<file path="src/rtl/uart_pkg.sv">
// Definitions shared by the UART transmitter and receiver: state encodings,
// data width and the default clocks-per-bit value.
package uart_pkg;

   typedef enum logic [2:0] {
      ST_IDLE    = 3'd0,
      ST_START   = 3'd1,
      ST_DATA    = 3'd2,
      ST_PARITY  = 3'd3,
      ST_STOP    = 3'd4,
      ST_CLEANUP = 3'd5
   } uart_state_e;

   localparam int DATA_BITS        = 8;
   localparam int BAUD_VAL_DEFAULT = 9;

   // Offset from the start-bit edge to the middle of a bit period.
   function automatic int half_bit(input int baud);
      return (baud - 1) / 2;
   endfunction

endpackage

</file>
<file path="src/rtl/uart_rx_sync.sv">
// Two-flop synchronizer for the asynchronous rx pin; both flops reset to the
// idle line level so a reset never looks like a start bit.
module uart_rx_sync (
   input  logic clk,
   input  logic reset,
   input  logic rx_i,
   output logic rxs_o
);

   logic meta_q;
   logic sync_q;

   always_ff @(posedge clk) begin
      if (reset) begin
         meta_q <= 1'b1;
         sync_q <= 1'b1;
      end else begin
         meta_q <= rx_i;
         sync_q <= meta_q;
      end
   end

   assign rxs_o = sync_q;

endmodule

</file>
<file path="src/rtl/uart_receiver.sv">
// 8N1 UART receiver, LSB first, BAUD_VAL clocks per bit.
// Define UART_RX_PARITY_EN to insert an even-parity bit after data bit 7.
//
// state      | meaning
// IDLE       | waiting for rxs low while armed; re-arms on rxs high
// START      | half-bit wait, then confirm the start bit
// DATA       | one bit period per data bit, sampled at the bit centre
// PARITY     | parity bit sample (parity build only)
// STOP       | stop bit sample, deliver byte or flag frame error
// CLEANUP    | single cycle before returning to IDLE
module uart_receiver
   import uart_pkg::*;
#(
   parameter int BAUD_VAL = BAUD_VAL_DEFAULT
) (
   input  logic       clk,
   input  logic       reset,
   input  logic       rx,
   output logic [7:0] data_out,
   output logic       data_valid,
   output logic       rx_active,
   output logic       frame_err,
   output logic       parity_err
);

   localparam int          H        = half_bit(BAUD_VAL);
   localparam logic [31:0] HALF_END = 32'(H - 1);
   localparam logic [31:0] BIT_END  = 32'(BAUD_VAL - 1);

   logic                 rxs;
   uart_state_e          state_q;
   logic [31:0]          cnt_q;
   logic [2:0]           bit_idx_q;
   logic [DATA_BITS-1:0] shift_q;
   logic [DATA_BITS-1:0] data_out_q;
   logic                 armed_q;
   logic                 data_valid_q;
   logic                 frame_err_q;
   logic                 rx_active_q;
`ifdef UART_RX_PARITY_EN
   logic                 parity_bad_q;
   logic                 parity_err_q;
`endif

   uart_rx_sync u_sync (
      .clk   (clk),
      .reset (reset),
      .rx_i  (rx),
      .rxs_o (rxs)
   );

   always_ff @(posedge clk) begin
      if (reset) begin
         state_q      <= ST_IDLE;
         cnt_q        <= '0;
         bit_idx_q    <= '0;
         shift_q      <= '0;
         data_out_q   <= '0;
         armed_q      <= 1'b1;
         data_valid_q <= 1'b0;
         frame_err_q  <= 1'b0;
         rx_active_q  <= 1'b0;
`ifdef UART_RX_PARITY_EN
         parity_bad_q <= 1'b0;
         parity_err_q <= 1'b0;
`endif
      end else begin
         data_valid_q <= 1'b0;
         frame_err_q  <= 1'b0;
`ifdef UART_RX_PARITY_EN
         parity_err_q <= 1'b0;
`endif
         case (state_q)
            ST_IDLE: begin
               cnt_q     <= '0;
               bit_idx_q <= '0;
               // After a frame error the line must go high before a new start counts.
               if (!armed_q) begin
                  if (rxs) armed_q <= 1'b1;
               end else if (!rxs) begin
                  state_q     <= ST_START;
                  rx_active_q <= 1'b1;
               end
            end
            ST_START: begin
               if (cnt_q == HALF_END) begin
                  cnt_q <= '0;
                  if (rxs) begin
                     state_q     <= ST_IDLE;
                     rx_active_q <= 1'b0;
                  end else begin
                     state_q <= ST_DATA;
                  end
               end else begin
                  cnt_q <= cnt_q + 32'd1;
               end
            end
            ST_DATA: begin
               if (cnt_q == BIT_END) begin
                  cnt_q              <= '0;
                  shift_q[bit_idx_q] <= rxs;
                  bit_idx_q          <= bit_idx_q + 3'd1;
                  if (bit_idx_q == 3'(DATA_BITS - 1)) begin
`ifdef UART_RX_PARITY_EN
                     state_q <= ST_PARITY;
`else
                     state_q <= ST_STOP;
`endif
                  end
               end else begin
                  cnt_q <= cnt_q + 32'd1;
               end
            end
`ifdef UART_RX_PARITY_EN
            ST_PARITY: begin
               if (cnt_q == BIT_END) begin
                  cnt_q        <= '0;
                  parity_bad_q <= (^shift_q) ^ rxs;
                  state_q      <= ST_STOP;
               end else begin
                  cnt_q <= cnt_q + 32'd1;
               end
            end
`endif
            ST_STOP: begin
               if (cnt_q == BIT_END) begin
                  cnt_q   <= '0;
                  state_q <= ST_CLEANUP;
                  if (rxs) begin
                     data_out_q   <= shift_q;
                     data_valid_q <= 1'b1;
`ifdef UART_RX_PARITY_EN
                     parity_err_q <= parity_bad_q;
`endif
                  end else begin
                     frame_err_q <= 1'b1;
                     armed_q     <= 1'b0;
                  end
               end else begin
                  cnt_q <= cnt_q + 32'd1;
               end
            end
            ST_CLEANUP: begin
               state_q     <= ST_IDLE;
               rx_active_q <= 1'b0;
            end
            default: begin
               state_q     <= ST_IDLE;
               rx_active_q <= 1'b0;
            end
         endcase
      end
   end

   assign data_out   = data_out_q;
   assign data_valid = data_valid_q;
   assign frame_err  = frame_err_q;
   assign rx_active  = rx_active_q;
`ifdef UART_RX_PARITY_EN
   assign parity_err = parity_err_q;
`else
   assign parity_err = 1'b0;
`endif

endmodule

</file>
<file path="config.mk">
export PLATFORM = sky130hd
export DESIGN_NAME = uart_receiver
export DESIGN_NICKNAME = d
export VERILOG_FILES = /design/src/rtl/uart_pkg.sv /design/src/rtl/uart_rx_sync.sv /design/src/rtl/uart_receiver.sv
export SDC_FILE = /design/constraint.sdc
export NUM_CORES = 1
export LEC_CHECK = 0
export BUFFER_PORTS_ARGS = -buffer_cell sky130_fd_sc_hd__buf_2
export CELL_PAD_IN_SITES_DETAIL_PLACEMENT = 1
export CELL_PAD_IN_SITES_GLOBAL_PLACEMENT = 2
export CORE_MARGIN = 2
export CORE_UTILIZATION = 30
export CTS_BUF_LIST = sky130_fd_sc_hd__clkbuf_8
export DETAILED_ROUTE_END_ITERATION = 6
export PLACE_DENSITY_LB_ADDON = 0.1
export SETUP_SLACK_MARGIN = 0.15
export SLEW_MARGIN = 15
export SYNTH_ARGS = -nofsm -noshare
export SYNTH_HDL_FRONTEND = slang
export SYNTH_SLANG_ARGS = --single-unit
</file>
<file path="constraint.sdc">
create_clock -name clk -period 4.25 [get_ports clk]
set_input_delay 0.85 -clock clk [delete_from_list [all_inputs] [get_ports clk]]
set_output_delay 0.85 -clock clk [all_outputs]
set_load 0.02 [all_outputs]
</file>
==> out/metrics.yaml <==
synthToLayoutAreaGrowth_pct: 10.8
grt-ovfl-total: 0
drcViolationCount: 0
synth-async-reset-ratio_pct: 0
dp_slack_ns: 1.38
worstHoldPathType: "reg2reg"
worstReg2RegStart: "cnt_q[17]"
finalSetupViolations: 0
fmax_mhz: 365
core.rowCount: 36
final_nets: 368
first_pass_iters: 4
whs_path_depth: 1
crit_path_end_kind: "register"
cts.htree.levels: 3
pwr_density_cell_mw_per_mm2: 328
numCtsBuffers: 9
finalSetupTns_ns: 0
cts_setup_buffers: 0
worst_pin_slew_ns: 1.10
period_share_pct: 64.4
maxSlewHeadroom_pct: 26.1
clockRootBuffer: "clkbuf_8"
wl_mm: 7.80
start_util_pct: 31.1
busiest_layer: "met2"
final_common_cell: "dfxtp_1"
clock_sinks: 60
power_leakage_uw: 0.00129
wl_per_cell_um: 15.7
crit_arrival_ns: 2.98
die_area_mm2: 0.0110
finClkSkew_ns: 0.00870
cts_resized: 0
clock_latency_ns: 0.35
syn_nets: 363
grt_setup_unrepaired: "no"
startpoint_type: "register"
grt_first_pass_wirelength_mm: 13.4
final_max_slew_viol_count: 0
yosysSeqAreaShare_pct: 39.3
finalHoldViolCount: 0
gp_congestion: 0.746
layout-drive-gt1-share_pct: 12.1
p_clk_share_pct: 45.1
reg2reg_to: "cnt_q[7]"
hold_end: "u_sync.rxs_o"
antenna_found_initial: 0
coreArea_mm2: 0.00982
syn-cell-area_mm2: 0.00306
synth_cell_types: 56
switching_share_pct: 24.2
drtIter0Drc: 61
power_frac_seq_pct: 51.5
met3_usage_pct: 4.12
path_clk_slew_ns: 0.07
grtUsageMet1_pct: 19.5
internal-power_uw: 840
grt_util_met2_pct: 24.6
synthCells: 356
viasPerCell: 5.26
timing.final.ws_setup_ns: 1.51
portBuffers: 13
hp-start: "u_sync.meta_q"
crit_path_max_fanout: 26
grt_usage_pct: 15.3
status: "completed"
cts_tree: "built"
die_x_um: 105
clockBufferDepth: 2
max_cap_viol_count: 0
synth-edff-count: 0
grt_max_degree: 40
ys.flop_type: "dfxtp_1"
antenna_cells: 0
layout_min_cycle_time_ns: 2.74
synth_seq_cells: 60
reg2reg_slack_ns: 1.51
layout_common_cells: "dfxtp_1, nor2_1, nand2_1"
avgSynthCellArea_um2: 8.58
p_switching_uw: 269
r2r_cells: 7
total_power_uw: 1110
hpwlAfterDp_mm: 5.31
fin_util_pct: 34.5
postRouteAntennaNets: 0
crit_required_ns: 4.49
pwr-share-comb_pct: 3.4
worstSetupPathType: "reg2reg"
ios: 15
die_y_um: 105
yosys_warnings: 0
cts_hold_buffers: 0
peakVddDrop_v: 0.000163
num_vias: 2614
grt_pass1_vias: 2626
[sequential cells by signal, summed over array words and instances, names as in the netlist]
register and flops:
bit_idx_q 3, data_out 8, u_sync.rxs_o 1, u_sync.meta_q 1, state_q 3, rx_active 1, armed_q 1, cnt_q 32
frame_err 1, shift_q 8, data_valid 1
[how the worst max path moves through the flow]
stage	from	slack, ns	end	cells after the start
2_1_floorplan	cnt_q[0]	2.05	cnt_q[24]	7
3_3_place_gp	cnt_q[17]	1.45	cnt_q[24]	7
3_5_place_dp	reset	1.38	cnt_q[23]	5
4_1_cts	cnt_q[17]	1.43	cnt_q[7]	7
5_1_grt	cnt_q[18]	1.22	cnt_q[24]	7
6_report	cnt_q[17]	1.51	cnt_q[7]	7
[Yosys cell counts (2+ instances only)]
cell      instances  area, um2
nand2_1          30        113
nand4_1           7       43.8
nor2_1           43        161
a21oi_1          19       95.1
ha_1              4       50.1
xor2_1            3       26.3
or3_1             2       12.5
nand2b_1          8       50.1
nand4b_1          2       17.5
nor4_1            8       50.1
o31ai_1           5       37.5
a21o_1            8       60.1
o22ai_1           2       12.5
inv_1             5       18.8
dfxtp_1          60       1200
nor4b_1           2       17.5
and4_1            5       43.8
a31oi_1          17        106
nand3b_1          5       37.5
and3_1            6       37.5
nand4_2           2       25.0
or2_2             4       25.0
nor3_1            7       35.0
nand3_1          18       90.1
a41oi_1           2       17.5
buf_6             3       33.8
o21bai_1          2       15.0
o21ai_0           7       35.0
buf_2             5       25.0
xnor2_1           2       17.5
a22o_1           11       96.3
clkbuf_1          9       33.8
mux2i_1          17        170
buf_4             4       30.0
[power groups by stage]
stage	Combinational [uW]	Sequential, uW	Clock [uW]
after floorplan	31.4	582	0
after global placement	37.9	584	0
after detailed placement	38.7	584	0
after CTS	39.0	571	522
after global routing	43.7	571	545
final	38.1	571	500
[kinds of logic (layout without fill, tap and decap cells)]
kind of cell               after synthesis  count (layout)  synth area share (%)
AOI/OAI and AO/OA                       80              80                  17.7
muxes                                   17              17                  5.57
DFF                                     60              60                  39.3
other                                    1               1                 0.123
and+or+nand+nor                        162             162                  29.4
xor gates and xnor gates                 5               5                  1.43
buffers and inverters                   27              35                  4.75
adders and majority gates                4               4                  1.64
[metrics by stage]
stage,hold slack (ns),cell area (um2),cells
2_1_floorplan,0.389,3060,356
3_3_place_gp,0.396,3210,483
3_5_place_dp,0.399,3210,483
4_1_cts,0.421,3380,497
5_1_grt,0.439,3380,497
6_report,0.416,3380,497
[final cells by class]
cell class	instances	area (um2)
repair buffers	16	87.6
fillers	1199	6430
flip-flops and latches	60	1200
well taps	133	166
clock buffers	9	124
clock inverters	5	55.1
inverters	5	18.8
multi-input cells	269	1730
[worst max-delay path: stages (launching register included)]
cell and delay, ns:
dfxtp_1 0.36, nor4_1 0.53, nand2_1 0.27, nor4b_4 0.50
o32ai_4 0.35, buf_4 0.29, a21o_1 0.16, a22o_1 0.17
[routing by layer]
metal,up-vias,part of all wire [%],wire (um)
met5,-,0,0
met4,0,1.8,140
met2,29,47,3630
li1,1324,-,-
met3,14,2.8,222
met1,1247,49,3810
Power figures use the tool's default switching activity.
